### src/rtl/mem_arbiter.sv
// rtl/mem_arbiter.sv - single memory port shared by fetch and load/store, one transaction at a time
// Optional round-robin arbitration between the two requesters: define MEM_ARB_RR_EN.
module mem_arbiter #(
    parameter int ADDR_W  = 32,
    parameter int DATA_W  = 32,
    parameter int TIMEOUT = 255
) (
    input  logic                  clk,
    input  logic                  rst,
    input  logic                  ifu_req_valid,
    output logic                  ifu_req_ready,
    input  logic [ADDR_W-1:0]     ifu_addr,
    output logic                  ifu_resp_valid,
    output logic [DATA_W-1:0]     ifu_rdata,
    output logic                  ifu_resp_err,
    input  logic                  lsu_req_valid,
    output logic                  lsu_req_ready,
    input  logic [ADDR_W-1:0]     lsu_addr,
    input  logic                  lsu_wen,
    input  logic [DATA_W-1:0]     lsu_wdata,
    input  logic [DATA_W/8-1:0]   lsu_wmask,
    output logic                  lsu_resp_valid,
    output logic [DATA_W-1:0]     lsu_rdata,
    output logic                  lsu_resp_err,
    output logic                  mem_req_valid,
    input  logic                  mem_req_ready,
    output logic [ADDR_W-1:0]     mem_addr,
    output logic                  mem_wen,
    output logic [DATA_W-1:0]     mem_wdata,
    output logic [DATA_W/8-1:0]   mem_wmask,
    input  logic                  mem_resp_valid,
    input  logic [DATA_W-1:0]     mem_rdata,
    output logic                  busy
);
    localparam int MASK_W = DATA_W / 8;
    localparam int CNT_W  = $clog2(TIMEOUT + 2);
    localparam logic [CNT_W-1:0] CNT_LAST = (TIMEOUT == 0) ? '0 : CNT_W'(TIMEOUT - 1);

    typedef enum logic [1:0] {IDLE, REQ, WAIT, RESP} state_t;
    state_t state, state_nxt;

    logic              owner_lsu;
    logic [ADDR_W-1:0] addr_q;
    logic              wen_q;
    logic [DATA_W-1:0] wdata_q;
    logic [MASK_W-1:0] wmask_q;
    logic [DATA_W-1:0] rdata_q;
    logic              err_q;
    logic [CNT_W-1:0]  cnt;
    logic              grant_lsu, grant_ifu, timed_out;

`ifdef MEM_ARB_RR_EN
    logic last_lsu;

    // On a tie the requester that did not win last time goes first.
    always_comb begin
        grant_lsu = lsu_req_valid & (~ifu_req_valid | ~last_lsu);
        grant_ifu = ifu_req_valid & (~lsu_req_valid | last_lsu);
    end

    always_ff @(posedge clk) begin
        if (rst)
            last_lsu <= 1'b1;
        else if (state == IDLE && (grant_lsu || grant_ifu))
            last_lsu <= grant_lsu;
    end
`else
    always_comb begin
        grant_lsu = lsu_req_valid;
        grant_ifu = ifu_req_valid & ~lsu_req_valid;
    end
`endif

    assign timed_out = (TIMEOUT != 0) && (cnt == CNT_LAST);

    always_ff @(posedge clk) begin
        if (rst)
            state <= IDLE;
        else
            state <= state_nxt;
    end

    always_comb begin
        state_nxt     = state;
        ifu_req_ready = 1'b0;
        lsu_req_ready = 1'b0;
        case (state)
            IDLE: begin
                ifu_req_ready = grant_ifu;
                lsu_req_ready = grant_lsu;
                if (grant_ifu || grant_lsu)
                    state_nxt = REQ;
            end
            REQ: begin
                if (timed_out)
                    state_nxt = RESP;
                else if (mem_req_ready)
                    state_nxt = WAIT;
            end
            WAIT: begin
                if (mem_resp_valid || timed_out)
                    state_nxt = RESP;
            end
            RESP:    state_nxt = IDLE;
            default: state_nxt = IDLE;
        endcase
    end

    always_ff @(posedge clk) begin
        if (rst) begin
            owner_lsu <= 1'b0;
            addr_q    <= '0;
            wen_q     <= 1'b0;
            wdata_q   <= '0;
            wmask_q   <= '0;
            rdata_q   <= '0;
            err_q     <= 1'b0;
            cnt       <= '0;
        end else begin
            case (state)
                IDLE: begin
                    if (lsu_req_ready) begin
                        owner_lsu <= 1'b1;
                        addr_q    <= lsu_addr;
                        wen_q     <= lsu_wen;
                        wdata_q   <= lsu_wdata;
                        wmask_q   <= lsu_wmask;
                        cnt       <= '0;
                    end else if (ifu_req_ready) begin
                        owner_lsu <= 1'b0;
                        addr_q    <= ifu_addr;
                        wen_q     <= 1'b0;
                        wdata_q   <= '0;
                        wmask_q   <= '0;
                        cnt       <= '0;
                    end
                end
                REQ: begin
                    cnt <= cnt + CNT_W'(1);
                    if (timed_out) begin
                        rdata_q <= '0;
                        err_q   <= 1'b1;
                    end
                end
                WAIT: begin
                    cnt <= cnt + CNT_W'(1);
                    // A genuine response wins over a timeout landing in the same cycle.
                    if (mem_resp_valid) begin
                        rdata_q <= wen_q ? '0 : mem_rdata;
                        err_q   <= 1'b0;
                    end else if (timed_out) begin
                        rdata_q <= '0;
                        err_q   <= 1'b1;
                    end
                end
                default: ;
            endcase
        end
    end

    assign mem_req_valid  = (state == REQ);
    assign mem_addr       = addr_q;
    assign mem_wen        = wen_q;
    assign mem_wdata      = wdata_q;
    assign mem_wmask      = wmask_q;
    assign busy           = (state != IDLE);

    assign ifu_resp_valid = (state == RESP) & ~owner_lsu;
    assign ifu_rdata      = ifu_resp_valid ? rdata_q : '0;
    assign ifu_resp_err   = ifu_resp_valid & err_q;
    assign lsu_resp_valid = (state == RESP) & owner_lsu;
    assign lsu_rdata      = lsu_resp_valid ? rdata_q : '0;
    assign lsu_resp_err   = lsu_resp_valid & err_q;
endmodule

### config.mk
export PLATFORM = sky130hd
export DESIGN_NAME = mem_arbiter
export DESIGN_NICKNAME = d
export VERILOG_FILES = /design/src/rtl/mem_arbiter.sv
export SDC_FILE = /design/constraint.sdc
export NUM_CORES = 1
export LEC_CHECK = 0
export CAP_MARGIN = 20
export CORE_ASPECT_RATIO = 0.5
export CORE_MARGIN = 5
export CORE_UTILIZATION = 39
export CTS_CLUSTER_DIAMETER = 40
export DETAILED_ROUTE_END_ITERATION = 7
export PLACE_DENSITY = 0.81
export SKIP_LAST_GASP = 1
export SYNTH_ARGS = -nofsm -noshare
export SYNTH_HDL_FRONTEND = slang
export SYNTH_SLANG_ARGS = --single-unit
### constraint.sdc
create_clock -name clk -period 2.1 [get_ports clk]
set_input_delay 0.21 -clock clk [delete_from_list [all_inputs] [get_ports clk]]
set_output_delay 0.21 -clock clk [all_outputs]
set_load 0.1 [all_outputs]
==> out/metrics.yaml <==
synth:
  syn_nets: 798
  ys_types: 37
  synthFlopType: "dfxtp_1"
  synth_edf_count: 0
  ys_ff_latch: 114
  synth_area_per_cell_um2: 7.85
  synthesis.area_um2: 5130
  syn_inst: 653
  synth_top_cell_area_share_pct: 44.5
  synthArstFlopShare_pct: 0
  synth_area_leaders: "dfxtp_1 45%, nor2_1 7.9%, a21oi_1 6.9%"
  synthTopCellsByCount: "114 x dfxtp_1, 108 x nor2_1, 71 x a21oi_1"
  yosysWarnings: 0
  synth_most_common_cell: "dfxtp_1"
  seq_area_frac_synth_pct: 44.5
  synth_top_area_cell: "dfxtp_1"
timing:
  worstMarginPinSlew_ps: 434
  timing.hold.ws_ps: 449
  fmax_mhz: 483
  skew_ps: 8.35
  hold_violations: 0
  postLayoutSetupSlackWorst_ps: 30.4
  finalSetupViolations: 0
  max_slew_margin_pct: 70.8
  rsz0062_at_grt: "yes"
  min_period_over_period_pct: 98.6
  post-route-min-period_ps: 2070
  maxSlewViolCount: 0
setup_path:
  cp-end-kind: "primary output"
  rr_endpoint: "state[0]"
  required_ps: 1890
  crit_path_max_fanout: 19
  reg2regPathDepth: 7
  r2r_setup_slack_ps: 120
  worstReg2RegStart: "state[0]"
  crit_type: "flop to primary output"
  cp.arrival_ps: 1860
  startpoint_type: "flop"
worst_hold_path:
  min_from: "lsu_addr[12]"
  holdPathStages: 3
  hold_class: "primary input to flop"
  min_to: "mem_addr[12]"
floorplan:
  num_io_pins: 280
  die_w_um: 172
  core-area_um2: 12800
  num_rows: 29
  start_util_pct: 40.1
  die_h_um: 91.1
  die_area_um2: 15700
routing:
  finalWirelength_um: 19300
  drc_errors: 0
  drt-initial-drc-count: 367
  vias: 5810
  ant_nets: 0
  routedWlPerCell_um: 17.4
  via_per_inst: 5.25
  drt_first_pass_iters: 5
pwr:
  p_per_area_nw_per_um2: 1180
  peakVddDrop_mv: 0.820
  total_power_mw: 11.1
  p_leak_nw: 3.92
clock_network:
  htreeDepth: 4
  cts_sinks: 114
  cts_hold_buffers: 0
  cts-root-buf: "clkbuf_16"
  clk_pin_slew_ps: 50
  cts_tree: "yes"
  cts_buffers: 17
  clkLatencyLatePin_ps: 400
  clockBufferDepth: 2
placed_design:
  io_buffers: 279
  gp_congestion: 0.845
  dpl.hpwl_um: 13700
  place_ws_ps: 92.4
global_route:
  grt_pass1_vias: 5453
  grt.total_usage_pct: 22.3
  overflow: 0
  antenna_found_initial: 0
  grt_pass1_wl_um: 28200
  grt_max_degree: 66
final_layout:
  fillers: 915
  areaGrowthSynthToFinish_pct: 84.0
  insertedDiodeCount: 0
  nNetsFinal: 1069
  drive_above_1_share_pct: 24.2
run:
  cap_violations: 0
outcome:
  status: "finished clean"
-- cell type report --
cell class | instances | area (um2) | share of cell area (%)
clock buffer | 22 | 474 | 5.03
timing repair buffer | 311 | 3710 | 39.4
clock inverter | 10 | 83.8 | 0.889
sequential | 114 | 2280 | 24.2
inverter | 11 | 45.0 | 0.478
multi-input combinational | 469 | 2620 | 27.8
tap | 170 | 213 | 2.25
-- cell families (layout without fill, tap and decap cells) --
family          after synthesis  in the layout  synth area share [%]
flops                       114            114                  44.5
simple gates                272            272                  27.1
buf+inv                      70            354                  5.61
mux                           1              1                 0.195
compound gates              186            186                  20.4
xor+xnor                      4              4                 0.684
fa+ha+maj                     6              6                  1.46
-- critical path: stages (launching register included) --
cell and delay, ps:
dfxtp_1 310, inv_1 130, ha_4 190, buf_8 160, clkinvlp_4 140, nor2_4 160
buf_12 170, buf_12 180
-- worst max-delay path by stage --
stage / startpoint / endpoint / depth (start not counted)
floorplan: state[0] / ifu_rdata[10] / 4
global placement: lsu_req_valid / state[0] / 6
detailed placement: state[0] / state[0] / 7
CTS: state[0] / lsu_req_ready / 7
global route: state[0] / lsu_req_ready / 7
finish: state[0] / lsu_req_ready / 7
-- cells in the final DEF, fill, tap and decap left out, drive strengths merged, types with 33 or more instances in the layout --
| master | synthesis | routed |
|---|---|---|
| buf | 11 | 170 |
| clkdlybuf4s50 | 0 | 138 |
| dfxtp | 114 | 114 |
| nor2 | 108 | 108 |
| a21oi | 71 | 71 |
| o21ai | 70 | 70 |
| nand2 | 42 | 42 |
| a22oi | 37 | 37 |
| and2 | 35 | 35 |
| and3 | 34 | 34 |
| nor3b | 33 | 33 |
-- registers in the layout, indices dropped and copies added, names as in the netlist --
name,count
mem_addr,32
mem_wdata,32
rdata_q,32
cnt,9
mem_wmask,4
state,2
err_q,1
mem_wen,1
owner_lsu,1
-- per-layer routing --
| metal | part of all wire (%) | wire length, um | track usage [%] | up-vias |
|---|---|---|---|---|
| met3 | 7.5 | 1450 | 5.38 | 36 |
| met1 | 40 | 7770 | 26.9 | 2746 |
| li1 | - | - | - | 2787 |
| met4 | 2.4 | 459 | 8.89 | 0 |
| met2 | 50 | 9600 | 38.2 | 241 |
| met5 | 0 | 0 | 0 | - |
-- stage by stage --
step	cell area [um2]	utilization (%)	TNS, ps	std cells
6_report	9430	73.9	0	1107
5_1_grt	9430	73.9	-37.2	1107
4_1_cts	9320	72.9	0	1101
3_5_place_dp	8700	68.2	0	1068
3_3_place_gp	8700	68.2	0	1068
2_1_floorplan	5160	-	0	653
-- where the power goes --
| group | internal [mW] | leakage, nW | switching, mW |
|---|---|---|---|
| logic | 1.54 | 2.71 | 4.09 |
| registers | 2.56 | 0.933 | 0.242 |
| clock network | 1.71 | 0.275 | 0.971 |
| total | 5.81 | 3.92 | 5.30 |
-- timing repair --
action | 4_1_cts | 5_1_grt
setup buffers | 0 | 3
pin swaps | 0 | 1
cloned | 1 | 3
hold endpoints to repair | 0 | 0
endpoints found under the setup margin | 1 | 21
gates resized for setup | 4 | 5
Note: power is estimated with default switching activity, not from simulation.
